**src/rtl/serial_adder_pkg.sv**
```systemverilog
// Shared definitions for the bit-serial adder.
// Holds the FSM state encoding and the default operand width.
package serial_adder_pkg;

    localparam int unsigned SA_WIDTH_DEF = 8;

    typedef enum logic [1:0] {
        ST_IDLE  = 2'd0,
        ST_SHIFT = 2'd1,
        ST_DONE  = 2'd2
    } state_t;

endpackage

```
**src/rtl/serial_adder_full_adder.sv**
```systemverilog
// One-bit full adder: the single arithmetic slice of the serial adder.
// Ports: a, b, cin (operand bits and carry in); sum_c, cout_c (combinational sum and carry out).
module full_adder (
    input  logic a,
    input  logic b,
    input  logic cin,
    output logic sum_c,
    output logic cout_c
);

    assign sum_c  = a ^ b ^ cin;
    assign cout_c = (a & b) | (cin & (a ^ b));

endmodule

```
**src/rtl/serial_adder.sv**
```systemverilog
// Bit-serial WIDTH-bit adder: operands are shifted LSB-first through one full_adder,
// with the carry held in a flop between bits.
// Ports:
//   clk, rst_n                     clock, asynchronous active-low reset
//   in_valid/in_ready, in_a, in_b, in_cin   operand-pair handshake (sampled at accept only)
//   out_valid/out_ready, out_sum, out_cout  registered result handshake
//   busy                           high while shifting or holding a result
// Optional: define SERIAL_ADDER_OVF_EN to add out_ovf (two's-complement overflow).
module serial_adder
    import serial_adder_pkg::*;
#(
    parameter int unsigned WIDTH = SA_WIDTH_DEF
) (
    input  logic             clk,
    input  logic             rst_n,
    input  logic             in_valid,
    output logic             in_ready,
    input  logic [WIDTH-1:0] in_a,
    input  logic [WIDTH-1:0] in_b,
    input  logic             in_cin,
    output logic             out_valid,
    input  logic             out_ready,
    output logic [WIDTH-1:0] out_sum,
    output logic             out_cout,
`ifdef SERIAL_ADDER_OVF_EN
    output logic             out_ovf,
`endif
    output logic             busy
);

    localparam int unsigned       CNT_W    = $clog2(WIDTH);
    localparam logic [CNT_W-1:0]  CNT_LAST = CNT_W'(WIDTH - 1);

    state_t             state;
    state_t             state_nxt;
    logic [WIDTH-1:0]   a_sr;
    logic [WIDTH-1:0]   b_sr;
    logic [WIDTH-1:0]   res_sr;
    logic [WIDTH-1:0]   res_nxt;
    logic               carry;
    logic [CNT_W-1:0]   cnt;
    logic               fa_sum;
    logic               fa_cout;
    logic               load_en;
    logic               shift_en;
    logic               last_bit;

    // Single bit slice working on the current LSBs and the held carry.
    full_adder u_fa (
        .a      (a_sr[0]),
        .b      (b_sr[0]),
        .cin    (carry),
        .sum_c  (fa_sum),
        .cout_c (fa_cout)
    );

    // New sum bit enters at the MSB; after WIDTH shifts bit 0 has reached the LSB.
    assign res_nxt = WIDTH'({fa_sum, res_sr} >> 1);

    // State register.
    always_ff @(posedge clk or negedge rst_n) begin
        if (!rst_n) begin
            state <= ST_IDLE;
        end else begin
            state <= state_nxt;
        end
    end

    // Next-state and datapath enables.
    always_comb begin
        state_nxt = state;
        load_en   = 1'b0;
        shift_en  = 1'b0;
        last_bit  = (cnt == CNT_LAST);
        case (state)
            ST_IDLE: begin
                if (in_valid) begin
                    load_en   = 1'b1;
                    state_nxt = ST_SHIFT;
                end
            end
            ST_SHIFT: begin
                shift_en = 1'b1;
                if (last_bit) begin
                    state_nxt = ST_DONE;
                end
            end
            ST_DONE: begin
                if (out_ready) begin
                    state_nxt = ST_IDLE;
                end
            end
            default: state_nxt = ST_IDLE;
        endcase
    end

    // Operand/result shift registers, carry, bit counter and result capture.
    always_ff @(posedge clk or negedge rst_n) begin
        if (!rst_n) begin
            a_sr     <= '0;
            b_sr     <= '0;
            res_sr   <= '0;
            carry    <= 1'b0;
            cnt      <= '0;
            out_sum  <= '0;
            out_cout <= 1'b0;
        end else if (load_en) begin
            a_sr   <= in_a;
            b_sr   <= in_b;
            res_sr <= '0;
            carry  <= in_cin;
            cnt    <= '0;
        end else if (shift_en) begin
            a_sr   <= a_sr >> 1;
            b_sr   <= b_sr >> 1;
            res_sr <= res_nxt;
            carry  <= fa_cout;
            cnt    <= cnt + CNT_W'(1);
            if (last_bit) begin
                out_sum  <= res_nxt;
                out_cout <= fa_cout;
            end
        end
    end

    // Handshake and status flags, registered from the next state.
    always_ff @(posedge clk or negedge rst_n) begin
        if (!rst_n) begin
            in_ready  <= 1'b1;
            out_valid <= 1'b0;
            busy      <= 1'b0;
        end else begin
            in_ready  <= (state_nxt == ST_IDLE);
            out_valid <= (state_nxt == ST_DONE);
            busy      <= (state_nxt != ST_IDLE);
        end
    end

`ifdef SERIAL_ADDER_OVF_EN
    // Signed overflow: carry into the MSB differs from carry out of the MSB.
    always_ff @(posedge clk or negedge rst_n) begin
        if (!rst_n) begin
            out_ovf <= 1'b0;
        end else if (shift_en && last_bit) begin
            out_ovf <= carry ^ fa_cout;
        end
    end
`endif

endmodule
```
**config.mk**
```make
export PLATFORM = sky130hd
export DESIGN_NAME = serial_adder
export DESIGN_NICKNAME = d
export VERILOG_FILES = /design/src/rtl/serial_adder_pkg.sv /design/src/rtl/serial_adder_full_adder.sv /design/src/rtl/serial_adder.sv
export SDC_FILE = /design/constraint.sdc
export NUM_CORES = 1
export LEC_CHECK = 0
export ABC_AREA = 1
export BUFFER_PORTS_ARGS = -buffer_cell sky130_fd_sc_hd__buf_2
export CORE_ASPECT_RATIO = 0.5
export CORE_MARGIN = 2
export CORE_UTILIZATION = 51
export CTS_CLUSTER_SIZE = 40
export DETAILED_ROUTE_END_ITERATION = 8
export PLACE_DENSITY = 0.76
export SYNTH_ARGS = -nofsm -noshare
export SYNTH_HDL_FRONTEND = slang
export SYNTH_SLANG_ARGS = --single-unit
```
**constraint.sdc**
```tcl
create_clock -name clk -period 2.35 [get_ports clk]
set_clock_uncertainty 0.15 [all_clocks]
set_input_delay 0 -clock clk [delete_from_list [all_inputs] [get_ports clk]]
set_output_delay 0 -clock clk [all_outputs]
set_load 0.1 [all_outputs]
```
==> flow_summary.toml <==
[global_routing]
grt_pass1_vias = 1481
antenna_found_initial = 0
grt_usage_pct = 19.96
grt_remaining_overflow = 0
grt_pass1_wl_um = 6513
grt_max_degree = 42

[logic_synthesis]
avgSynthCellArea_um2 = 8.213
yosys_register_bits = 41
synth-edff-count = 0
syn_area_um2 = 1922
synth_seq_area_share_pct = 53.45
synth.top_cell.area_share_pct = 52.08
ys.flop_type = "dfrtp_1"
yosysMostFrequentCell = "nand2_1"
yosysTopAreaCell = "dfrtp_1"
yosysWarnings = 0
synthCells = 234
ys_types = 16
synth_area_leaders = "dfrtp_1 (52%), nand2_1 (23%), nand3_1 (8.3%)"
synth_common_cells = "nand2_1 (116), dfrtp_1 (40), nand3_1 (32)"
async_reset_ff_share_pct = 100.0
synthesis.nets = 258

[route]
ant_nets = 0
drt_iter0_markers = 63
vias = 1600
routedWlPerCell_um = 11.04
drc = 0
wl_um = 3700
vias_per_cell = 4.776
firstDrtPassIters = 4

[layout]
final_area_um2 = 2377
drive_gt1_share_pct = 17.25
fillers = 310
fin_util_pct = 67.38
syn2layout_area_growth_pct = 23.70
nets = 307
diodes = 0
fin_cells = 335

[power_and_ir_drop]
seqPwrFrac_pct = 37.8
p_int_mw = 1.688
power.density_nw_per_um2 = 1349
power.leakage_nw = 1.355
p_sw_mw = 1.519
pwr-share-comb_pct = 44.5
swShare_pct = 47.35
ir_drop_v = 0.0005242
power_mw = 3.207
pwr-share-clk_pct = 17.7

[timing]
worst_pin_slew_ps = 876.5
hold-worst-slack_ps = 27.94
finalHoldViolCount = 0
finalCriticalPeriod_ps = 2081
finalSetupViolCount = 0
timing.final.ws_setup_ps = 269.2
timing.fmax_mhz = 480.6
tns_ps = 0
fin_crit_sh_pct = 88.54
relSlewSlack_pct = 41.57
slew_violations = 0
rsz0062_at_grt = "no"

[setup_path]
critical_path_class = "register to register"
cp_top_family = "simple AND/OR/NAND/NOR gates"
regToRegEndpoint = "b_sr[7]"
crit_fanout = 18
cp.required_ps = 2440
cpMaxStageDelayCell = "dfrtp_1"
timing.rr.start = "state[0]"
timing.reg2reg.setup_slack_ps = 270
path_buf_inv = 1
worst_ep_arrival_time_ps = 2170
worstPathCellList = "nor2_4, nand3_1, dlygate4sd3_1, nand2_1"
cp-end-kind = "register"
cp-start-kind = "register"
r2r_cells = 4
cpPeakStageDelay_ps = 630

[placement]
place_inst = 307
place_area_um2 = 2062
io_buffers = 32
globalplace.congestion = 0.7568
place_ws_ps = 563.0
dp_hpwl_um = 2348

[floorplan]
die_h_um = 47.41
rows = 15
design.core.area_um2 = 3528
initial_core_util_pct = 54.47
die_area_um2 = 4305
fp.dieW_um = 90.82
pin_count = 33

[hold_path]
hold_path_depth = 3
hp-class = "input pin to register"
hold_end = "a_sr[7]"
hold_start = "in_valid"

[cts]
h-tree-depth = 2
clkLatencyLatePin_ps = 290
clk_pin_slew_ps = 80
cts_setup_buffers = 0
clock-sinks = 41
cts_buffer_depth = 2
cts_tree = "done"
root_buffer = "clkbuf_8"
cts_buffers = 5

[status]
status = "finished clean"

[flow_run]
cap_violations = 0
sequential cells by signal, summed over array words and instances (netlist names):
| signal | count |
|---|---|
| a_sr | 8 |
| res_sr | 7 |
| in_ready | 1 |
| cnt | 3 |
| b_sr | 8 |
| out_sum | 8 |
| state | 2 |
| out_cout | 1 |
| busy | 1 |
| out_valid | 1 |
| carry | 1 |
metal layers:
layer  routed length [µm]  GRT usage (%)  up-vias  part of all wire (%)
li1                     -              -      808                     -
met5                    0              0        -                     0
met3                  180          5.297        3                   4.9
met2                 1829          37.16       40                    49
met4                   16          5.455        0                  0.43
met1                 1674          24.36      749                    45
kinds of logic (layout without fill, tap and decap cells):
| group | after synthesis | count (layout) | synth area share [%] |
|---|---|---|---|
| simple gates | 153 | 153 | 33.53 |
| flops | 41 | 41 | 53.45 |
| buf+inv | 33 | 83 | 9.049 |
| compound gates | 4 | 4 | 1.628 |
| fa+ha+maj | 3 | 3 | 2.344 |
worst reg2reg max path: cells and delay by family, from the launching register on:
| family | cells | cell delay [ps] |
|---|---|---|
| buf+inv | 1 | 580 |
| simple gates | 3 | 670 |
| flops | 1 | 630 |
power groups by stage:
stage	clock network [mW]	logic [mW]	registers, mW
floorplan	0	0.746	1.67
global placement	0	1.38	1.22
detailed placement	0	1.41	1.22
CTS	0.580	1.44	1.21
global route	0.609	1.58	1.25
finish	0.569	1.43	1.21
worst max path at each step:
stage | from | endpoint | slack, ps | depth (start not counted)
floorplan | cnt[0] | out_cout | 1040 | 6
detailed placement | state[0] | out_sum[4] | 560 | 5
global route | state[0] | b_sr[7] | 150 | 4
CTS | state[0] | b_sr[7] | 300 | 4
global placement | state[0] | out_sum[4] | 630 | 5
finish | state[0] | b_sr[7] | 270 | 4
placed cells by master, fill, tap and decap left out, drive strengths merged:
master,n
dlygate4sd3,20
dfstp,1
clkinv,1
fa,1
clkbuf,5
nand3,32
ha,2
inv,22
buf,33
o21ai,4
clkinvlp,1
bufinv,1
nand2,118
dfrtp,40
nor2,3
timing repair:
| item | 4_1_cts | 5_1_grt |
|---|---|---|
| gates resized for setup | 0 | 0 |
| endpoints found under the hold margin | 61 | 0 |
| hold buffers | 20 | 0 |
area by class of cell:
cell class / instances / area [µm²] / area share [%]
clock buffers: 5 / 68.82 / 2.895
clock inverters: 3 / 46.29 / 1.947
inverters: 22 / 82.58 / 3.474
multi-input cells: 160 / 720.7 / 30.32
flip-flops and latches: 41 / 1027 / 43.21
well taps: 51 / 63.81 / 2.684
repair buffers: 53 / 367.9 / 15.47
Note: power is estimated with default switching activity, not from simulation.
